[src/rtl/mc_pkg.sv]
// mc_pkg: shared frame layout, scheduler states and array select codes for the
// memory-controller front-end scheduler.
package mc_pkg;
  // Flag positions counted down from the frame MSB, so they hold for any frame width.
  localparam int FRAME_SOF_BIT = 0;
  localparam int FRAME_EOF_BIT = 1;
  localparam int FRAME_WR_BIT  = 2;
  typedef enum logic [2:0] {
    ST_IDLE,
    ST_WR,
    ST_RD,
    ST_WR_WAIT,
    ST_RD_WAIT,
    ST_RF
  } state_t;
  typedef enum logic [1:0] {
    SEL_IDLE = 2'd0,
    SEL_WR   = 2'd1,
    SEL_RD   = 2'd2,
    SEL_RF   = 2'd3
  } sel_t;
  function automatic sel_t sel_of(state_t s);
    return (s == ST_WR || s == ST_WR_WAIT) ? SEL_WR :
           (s == ST_RD || s == ST_RD_WAIT) ? SEL_RD :
           (s == ST_RF) ? SEL_RF : SEL_IDLE;
  endfunction
endpackage

[src/rtl/mc_frame_sched_if.sv]
// mc_frame_sched_if: valid/ready frame stream between the frame source, the
// scheduler and the array engines.
interface mc_frame_sched_if #(
  parameter int W = 87
) ();
  logic [W-1:0] data;
  logic         valid;
  logic         ready;
  modport master (output data, output valid, input ready);
  modport slave  (input data, input valid, output ready);
endinterface

[src/rtl/mc_rf_timer.sv]
// mc_rf_timer: refresh interval counter; raises rf_pending on expiry and flags
// rf_miss when an expiry lands on a refresh that is still pending.
module mc_rf_timer #(
  parameter int RF_CNT_WIDTH = 16
) (
  input  logic                    clk,
  input  logic                    rst_n,
  input  logic                    en,
  input  logic [RF_CNT_WIDTH-1:0] period,
  input  logic                    rf_take,
  output logic                    rf_pending,
  output logic                    rf_miss
);
  logic [RF_CNT_WIDTH-1:0] timer_q, timer_d;
  logic                    pending_q, pending_d;
  logic                    miss_q, miss_d;
  logic                    run, expire;
  always_comb begin
    run       = en && (period != '0);
    // >= so a period shrunk below the current count wraps on the next cycle
    expire    = run && (timer_q >= period - 1'b1);
    timer_d   = (!run || expire) ? '0 : timer_q + 1'b1;
    pending_d = !run ? 1'b0 : expire ? 1'b1 : rf_take ? 1'b0 : pending_q;
    miss_d    = expire && pending_q && !rf_take;
  end
  always_ff @(posedge clk or negedge rst_n)
    if (!rst_n) begin
      timer_q   <= '0;
      pending_q <= 1'b0;
      miss_q    <= 1'b0;
    end else begin
      timer_q   <= timer_d;
      pending_q <= pending_d;
      miss_q    <= miss_d;
    end
  assign rf_pending = pending_q;
  assign rf_miss    = miss_q;
endmodule

[src/rtl/mc_frame_sched.sv]
// mc_frame_sched: steers whole sof..eof bursts to the write or read engine and
// slots refresh requests in between bursts.
module mc_frame_sched
  import mc_pkg::*;
#(
  parameter int AXI_ADDR_WIDTH  = 20,
  parameter int AXI_DATA_WIDTH  = 64,
  parameter int AXI_FRAME_WIDTH = AXI_ADDR_WIDTH + AXI_DATA_WIDTH + 3,
  parameter int RF_CNT_WIDTH    = 16
) (
  input  logic                    clk,
  input  logic                    rst_n,
  input  logic                    mc_en,
  input  logic [RF_CNT_WIDTH-1:0] mc_rf_period_cfg,
  mc_frame_sched_if.slave         axi_frame,
  mc_frame_sched_if.master        axi_frame_wr,
  mc_frame_sched_if.master        axi_frame_rd,
  input  logic                    wr_done,
  input  logic                    rd_done,
  output logic                    rf_start,
  input  logic                    rf_done,
  output logic [1:0]              array_mux_sel,
  output logic                    frame_err,
  output logic                    rf_miss
);
  state_t state_q, state_d;
  sel_t   sel_q, sel_d;
  logic   rf_start_q, rf_start_d;
  logic   frame_err_q, frame_err_d;
  logic   rf_take, rf_pending;
  logic   sof, eof, wr, in_wr, in_rd, drop;
  assign sof = axi_frame.data[AXI_FRAME_WIDTH-1-FRAME_SOF_BIT];
  assign eof = axi_frame.data[AXI_FRAME_WIDTH-1-FRAME_EOF_BIT];
  assign wr  = axi_frame.data[AXI_FRAME_WIDTH-1-FRAME_WR_BIT];
  mc_rf_timer #(.RF_CNT_WIDTH(RF_CNT_WIDTH)) u_rf_timer (
    .clk        (clk),
    .rst_n      (rst_n),
    .en         (mc_en),
    .period     (mc_rf_period_cfg),
    .rf_take    (rf_take),
    .rf_pending (rf_pending),
    .rf_miss    (rf_miss)
  );
  always_ff @(posedge clk or negedge rst_n)
    if (!rst_n) begin
      state_q     <= ST_IDLE;
      sel_q       <= SEL_IDLE;
      rf_start_q  <= 1'b0;
      frame_err_q <= 1'b0;
    end else begin
      state_q     <= state_d;
      sel_q       <= sel_d;
      rf_start_q  <= rf_start_d;
      frame_err_q <= frame_err_d;
    end
  // Refresh is checked first in IDLE, so a pending refresh beats a waiting sof.
  always_comb begin
    state_d = state_q;
    rf_take = 1'b0;
    case (state_q)
      ST_IDLE:
        if (mc_en && rf_pending) begin
          state_d = ST_RF;
          rf_take = 1'b1;
        end else if (mc_en && axi_frame.valid && sof) state_d = wr ? ST_WR : ST_RD;
      ST_WR:      if (axi_frame.valid && axi_frame_wr.ready && eof) state_d = ST_WR_WAIT;
      ST_RD:      if (axi_frame.valid && axi_frame_rd.ready && eof) state_d = ST_RD_WAIT;
      ST_WR_WAIT: if (wr_done) state_d = ST_IDLE;
      ST_RD_WAIT: if (rd_done) state_d = ST_IDLE;
      ST_RF:      if (rf_done) state_d = ST_IDLE;
      default:    state_d = ST_IDLE;
    endcase
  end
  // Stray non-sof frames are swallowed in IDLE; rst_n gating keeps ready low during reset.
  always_comb begin
    in_wr       = state_q == ST_WR;
    in_rd       = state_q == ST_RD;
    drop        = rst_n && state_q == ST_IDLE && mc_en && !rf_pending && axi_frame.valid && !sof;
    sel_d       = sel_of(state_d);
    rf_start_d  = rf_take;
    frame_err_d = drop;
  end
  assign axi_frame_wr.data  = in_wr ? axi_frame.data : '0;
  assign axi_frame_wr.valid = in_wr && axi_frame.valid;
  assign axi_frame_rd.data  = in_rd ? axi_frame.data : '0;
  assign axi_frame_rd.valid = in_rd && axi_frame.valid;
  assign axi_frame.ready    = in_wr ? axi_frame_wr.ready : in_rd ? axi_frame_rd.ready : drop;
  assign array_mux_sel      = sel_q;
  assign rf_start           = rf_start_q;
  assign frame_err          = frame_err_q;
endmodule
[src/flat_wrapper.sv]
// flat-port wrapper written by rule: the top's interface ports become plain ports
module mc_frame_sched_flat import mc_pkg::*;
#(
  parameter int AXI_ADDR_WIDTH  = 20,
  parameter int AXI_DATA_WIDTH  = 64,
  parameter int AXI_FRAME_WIDTH = AXI_ADDR_WIDTH + AXI_DATA_WIDTH + 3,
  parameter int RF_CNT_WIDTH    = 16
)
  (clk, rst_n, mc_en, mc_rf_period_cfg, wr_done, rd_done, rf_start, rf_done, array_mux_sel, frame_err, rf_miss, axi_frame_data, axi_frame_valid, axi_frame_ready, axi_frame_wr_data, axi_frame_wr_valid, axi_frame_wr_ready, axi_frame_rd_data, axi_frame_rd_valid, axi_frame_rd_ready);
  mc_frame_sched_if axi_frame_i ();
  mc_frame_sched_if axi_frame_wr_i ();
  mc_frame_sched_if axi_frame_rd_i ();
  input  logic clk;
  input  logic rst_n;
  input  logic mc_en;
  input  logic [RF_CNT_WIDTH-1:0] mc_rf_period_cfg;
  input  logic wr_done;
  input  logic rd_done;
  output logic rf_start;
  input  logic rf_done;
  output logic [1:0] array_mux_sel;
  output logic frame_err;
  output logic rf_miss;
  input wire logic [$bits(axi_frame_i.data)-1:0] axi_frame_data;
  input wire logic [$bits(axi_frame_i.valid)-1:0] axi_frame_valid;
  output wire logic [$bits(axi_frame_i.ready)-1:0] axi_frame_ready;
  output wire logic [$bits(axi_frame_wr_i.data)-1:0] axi_frame_wr_data;
  output wire logic [$bits(axi_frame_wr_i.valid)-1:0] axi_frame_wr_valid;
  input wire logic [$bits(axi_frame_wr_i.ready)-1:0] axi_frame_wr_ready;
  output wire logic [$bits(axi_frame_rd_i.data)-1:0] axi_frame_rd_data;
  output wire logic [$bits(axi_frame_rd_i.valid)-1:0] axi_frame_rd_valid;
  input wire logic [$bits(axi_frame_rd_i.ready)-1:0] axi_frame_rd_ready;
  assign axi_frame_i.data = axi_frame_data;
  assign axi_frame_i.valid = axi_frame_valid;
  assign axi_frame_ready = axi_frame_i.ready;
  assign axi_frame_wr_data = axi_frame_wr_i.data;
  assign axi_frame_wr_valid = axi_frame_wr_i.valid;
  assign axi_frame_wr_i.ready = axi_frame_wr_ready;
  assign axi_frame_rd_data = axi_frame_rd_i.data;
  assign axi_frame_rd_valid = axi_frame_rd_i.valid;
  assign axi_frame_rd_i.ready = axi_frame_rd_ready;
  mc_frame_sched #(.AXI_ADDR_WIDTH(AXI_ADDR_WIDTH), .AXI_DATA_WIDTH(AXI_DATA_WIDTH), .AXI_FRAME_WIDTH(AXI_FRAME_WIDTH), .RF_CNT_WIDTH(RF_CNT_WIDTH)) u_core (.clk(clk), .rst_n(rst_n), .mc_en(mc_en), .mc_rf_period_cfg(mc_rf_period_cfg), .axi_frame(axi_frame_i), .axi_frame_wr(axi_frame_wr_i), .axi_frame_rd(axi_frame_rd_i), .wr_done(wr_done), .rd_done(rd_done), .rf_start(rf_start), .rf_done(rf_done), .array_mux_sel(array_mux_sel), .frame_err(frame_err), .rf_miss(rf_miss));
endmodule
[config.mk]
export PLATFORM = sky130hd
export DESIGN_NAME = mc_frame_sched_flat
export DESIGN_NICKNAME = d
export VERILOG_FILES = /design/src/rtl/mc_pkg.sv /design/src/rtl/mc_frame_sched_if.sv /design/src/rtl/mc_rf_timer.sv /design/src/rtl/mc_frame_sched.sv /design/src/flat_wrapper.sv
export SDC_FILE = /design/constraint.sdc
export NUM_CORES = 1
export LEC_CHECK = 0
export CORE_AREA = 10 10 105 107
export CTS_CLUSTER_SIZE = 8
export DETAILED_ROUTE_END_ITERATION = 7
export DIE_AREA = 0 0 115 117
export DONT_BUFFER_PORTS = 1
export MAX_ROUTING_LAYER = met4
export SLEW_MARGIN = 40
export SYNTH_ARGS = -nofsm -noshare
export SYNTH_HDL_FRONTEND = slang
export SYNTH_HIERARCHICAL = 1
export SYNTH_SLANG_ARGS = --single-unit
[constraint.sdc]
create_clock -name clk -period 3.5 [get_ports clk]
set_clock_uncertainty 0.1 [all_clocks]
set_input_delay 1.05 -clock clk [delete_from_list [all_inputs] [get_ports clk]]
set_output_delay 1.05 -clock clk [all_outputs]
set_load 0.02 [all_outputs]
==> impl_summary.log <==
INFO  metric dpl_wire_length = 11.6 mm
INFO  metric drt_wl_total = 13.7 mm
INFO  metric grt_start_max_net_pins = 91
INFO  metric dieArea = 0.0135 mm²
INFO  metric synth-seq-cells = 25
INFO  metric post_synth.cell_area_avg = 8.03 µm²
INFO  metric cts.htree.levels = 1
INFO  metric synth_sequential_area_ratio = 20.0%
INFO  metric syn_nets = 520
INFO  metric commonest_cells_after_routing_fill_and_taps_aside = and2_1, and2_2, dfrtp_1
INFO  metric final.min_clock_period = 3.88 ns
INFO  metric antenna_found_initial = 3
INFO  metric synth_compound_gate_area_share = 5.56%
INFO  metric synthSimpleGateAreaFrac = 54.1%
INFO  metric most_frequent_standard_cell_in_the_layout_excluding_fill_and_tap_cells = and2_1
INFO  metric worstSkewPairLatency = 0.27 ns
INFO  metric worst_pin_slew = 0.542 ns
INFO  metric crit_required = 3.56 ns
INFO  metric syn2layout_area_growth = 12.9%
INFO  metric holdCritPathClass = input port to async pin
INFO  metric drt_first_iter_violations = 231
INFO  metric place.gp.congestion = 0.847
INFO  metric drt-pass1-iter-count = 4
INFO  metric layout.core_utilization = 39.2%
INFO  metric place_inst = 489
INFO  metric cts_root_buffer = clkbuf_8
INFO  metric first_global_vias = 2,754
INFO  metric post_drt_via_cell_ratio = 5.47
INFO  metric worst_hold_margin = 0.355 ns
INFO  metric design_area = 0.00353 mm²
INFO  metric final_min_period_over_clock_period = 111%
INFO  metric irDropWorstVdd = 209 µV
INFO  metric cp.arrival = 3.94 ns
INFO  metric drive_above_1_share = 33.1%
INFO  metric clkSinkCount = 25
INFO  metric worst_setup_path_end_kind = flop
INFO  metric floorplan.initialDensity = 34.7%
INFO  metric failed_checks = negative setup slack
INFO  metric postSynth.asyncResetShare = 100%
INFO  metric layout.nets = 521
INFO  metric pwr_density_cell = 553 mW/mm²
INFO  metric detailroute.via_count = 2,774
INFO  metric top_post_synthesis_cells_by_area = and2_1, dfrtp_1, and2_2
INFO  metric cts_buffer_depth = 2
INFO  metric unrepaired_setup_endpoints_after_global_routing = yes
INFO  metric cts_made_buffers = 3
INFO  metric final_max_slew_viol_count = 0
INFO  metric grt_pass1_wl = 18.1 mm
INFO  metric synth-edff-count = 0
INFO  metric coreArea = 0.00902 mm²
INFO  metric synth_fa_ha_area_share = 7.19%
INFO  metric routedWlPerCell = 27.0 µm
INFO  metric chipWidth = 115 µm
INFO  metric timing.fmax = 258 MHz
INFO  metric remaining_drc_errors = 0
INFO  metric remaining_antenna_violation_count = 0
INFO  metric postSynthCellCount = 390
INFO  metric dpl-instance-area = 0.00327 mm²
INFO  metric fin_total_pwr = 1.95 mW
INFO  metric timing.max_slew.rel_slack = 63.4%
INFO  metric post_cts_hold_buffer_count = 0
INFO  metric cellLeakagePower = 1.50 nW
INFO  metric netlist_area_before_placement = 0.00313 mm²
INFO  metric portBuffers = 0
INFO  metric synth_xor_xnor_area_share = 7.55%
INFO  metric synth_top_area_share = 21.8%
INFO  metric chip_height = 117 µm
INFO  metric total_congestion_overflow_after_global_routing = 0
INFO  metric worst_setup_path_class = input port to flop
INFO  metric num_rows = 35
INFO  metric worst_case_setup_margin_in_the_final_layout = -0.379 ns
INFO  metric cts_tree = built
INFO  metric ios = 294
INFO  metric fin_setup_tns = -6.30 ns
INFO  metric dominantRegCellSynth = dfrtp_1
INFO  metric grt.total_usage = 18.0%
INFO  metric fraction_of_synthesized_area_in_multiplexers = 0.320%
INFO  metric final_cells = 507
INFO  metric largest_family_of_logic_cells_by_synthesized_area = simple AND/OR/NAND/NOR gates
INFO  metric report.final.setup_viol = 18
INFO  metric crit_path_max_fanout = 6
INFO  metric worst_setup_path_start_kind = input port
INFO  metric post_synthesis_cell_type_with_the_largest_combined_area = and2_1
INFO  metric maxCapViolCount = 0
INFO  metric dpl_worst_slack = -0.780 ns
INFO  metric run_status = finished with violations
INFO  metric synth_warnings = 6
INFO  metric synthDistinctLibCells = 45
INFO  metric clkTransAtPathRegs = 0.09 ns
INFO  metric finalHoldViolCount = 0
flip-flops by register name, summed over array words and instances, names as in the netlist:
register and flops:
u_core/u_rf_timer/rf_miss 1, u_core/frame_err 1, u_core/state_q 3, u_core/array_mux_sel 2, u_core/u_rf_timer/rf_pending 1, u_core/rf_start 1
u_core/u_rf_timer/timer_q 16
synthesized netlist by cell type, types with 2 or more instances:
| master | number |
|---|---|
| buf_6 | 3 |
| a21oi_1 | 10 |
| nand3_1 | 8 |
| and3_1 | 2 |
| nand4_1 | 6 |
| ha_1 | 18 |
| a31oi_1 | 2 |
| and2_1 | 109 |
| nand2b_1 | 2 |
| buf_4 | 3 |
| and4_1 | 2 |
| o21ai_0 | 5 |
| a211oi_1 | 2 |
| nand2_1 | 12 |
| nor2b_1 | 4 |
| nor3b_4 | 2 |
| nor3b_1 | 2 |
| clkbuf_2 | 17 |
| xnor2_1 | 14 |
| xor2_1 | 13 |
| inv_1 | 5 |
| and2_2 | 69 |
| nor4_1 | 4 |
| or3_1 | 3 |
| nor2_1 | 26 |
| nor3_1 | 4 |
| dfrtp_1 | 25 |
metal layers:
metal  share of wire, %  wire length, µm  track usage (%)  vias up
met3                 14             1880             8.87       17
met5                  0                0                -        -
met4                1.8              250             5.53        0
met2                 51             6990             29.3      142
met1                 33             4580             18.9     1336
li1                   -                -                -     1279
critical path, cell delays in order:
cell and delay (ns):
inv_1 0.05, ha_2 0.20, or4b_4 0.47, or3_4 0.44, nor3b_2 0.19, xnor2_1 0.12
ha_1 0.29, nand4_1 0.18, nor4_2 0.38, o21ai_2 0.13, nand4_2 0.11, buf_6 0.15
buf_12 0.13, nor2_4 0.04
where the power goes:
group / leakage [nW] / internal (mW) / switching, mW
registers: 0.342 / 0.313 / 0.0579
clock network: 0.0228 / 0.0817 / 0.0976
logic: 1.13 / 0.382 / 1.02
total: 1.50 / 0.777 / 1.18
worst paths after layout:
kind | start | to | slack [ns] | cells past startpoint
worst max-delay path | mc_rf_period_cfg[0] | u_core/u_rf_timer/timer_q[14]$_DFF_PN0_ | -0.38 | 14
worst min-delay path | rst_n | u_core/u_rf_timer/timer_q[10]$_DFF_PN0_ | 0.36 | 0
worst max register to register | u_core/u_rf_timer/timer_q[13]$_DFF_PN0_ | u_core/u_rf_timer/timer_q[14]$_DFF_PN0_ | 1.39 | 8
min in group clk | u_core/u_rf_timer/timer_q[0]$_DFF_PN0_ | u_core/u_rf_timer/timer_q[0]$_DFF_PN0_ | 0.42 | 1
max in group asynchronous | rst_n | u_core/frame_err$_DFF_PN0_ | 2.86 | 0
worst min register to register | u_core/u_rf_timer/timer_q[0]$_DFF_PN0_ | u_core/u_rf_timer/timer_q[0]$_DFF_PN0_ | 0.42 | 1
cell type report:
type                    count  area (µm²)
clock buffers               4        45.0
inverters                   5        18.8
well taps                 111         139
fillers                   874        5490
diodes                      6        15.0
flip-flops and latches     25         626
multi-input cells         336        2470
repair buffers             20         215
repair_timing:
item                       CTS  global route
buffers inserted             6             2
pin swaps                   13            12
setup endpoints to repair   18            18
resized for setup           14            20
cloned                       1             0
cell families after synthesis:
| family | after synthesis |
|---|---|
| buf+inv | 29 |
| compound gates | 27 |
| xor+xnor | 27 |
| mux | 1 |
| flops | 25 |
| simple gates | 263 |
| fa+ha+maj | 18 |
No activity file was read; power rests on OpenSTA's default activity.
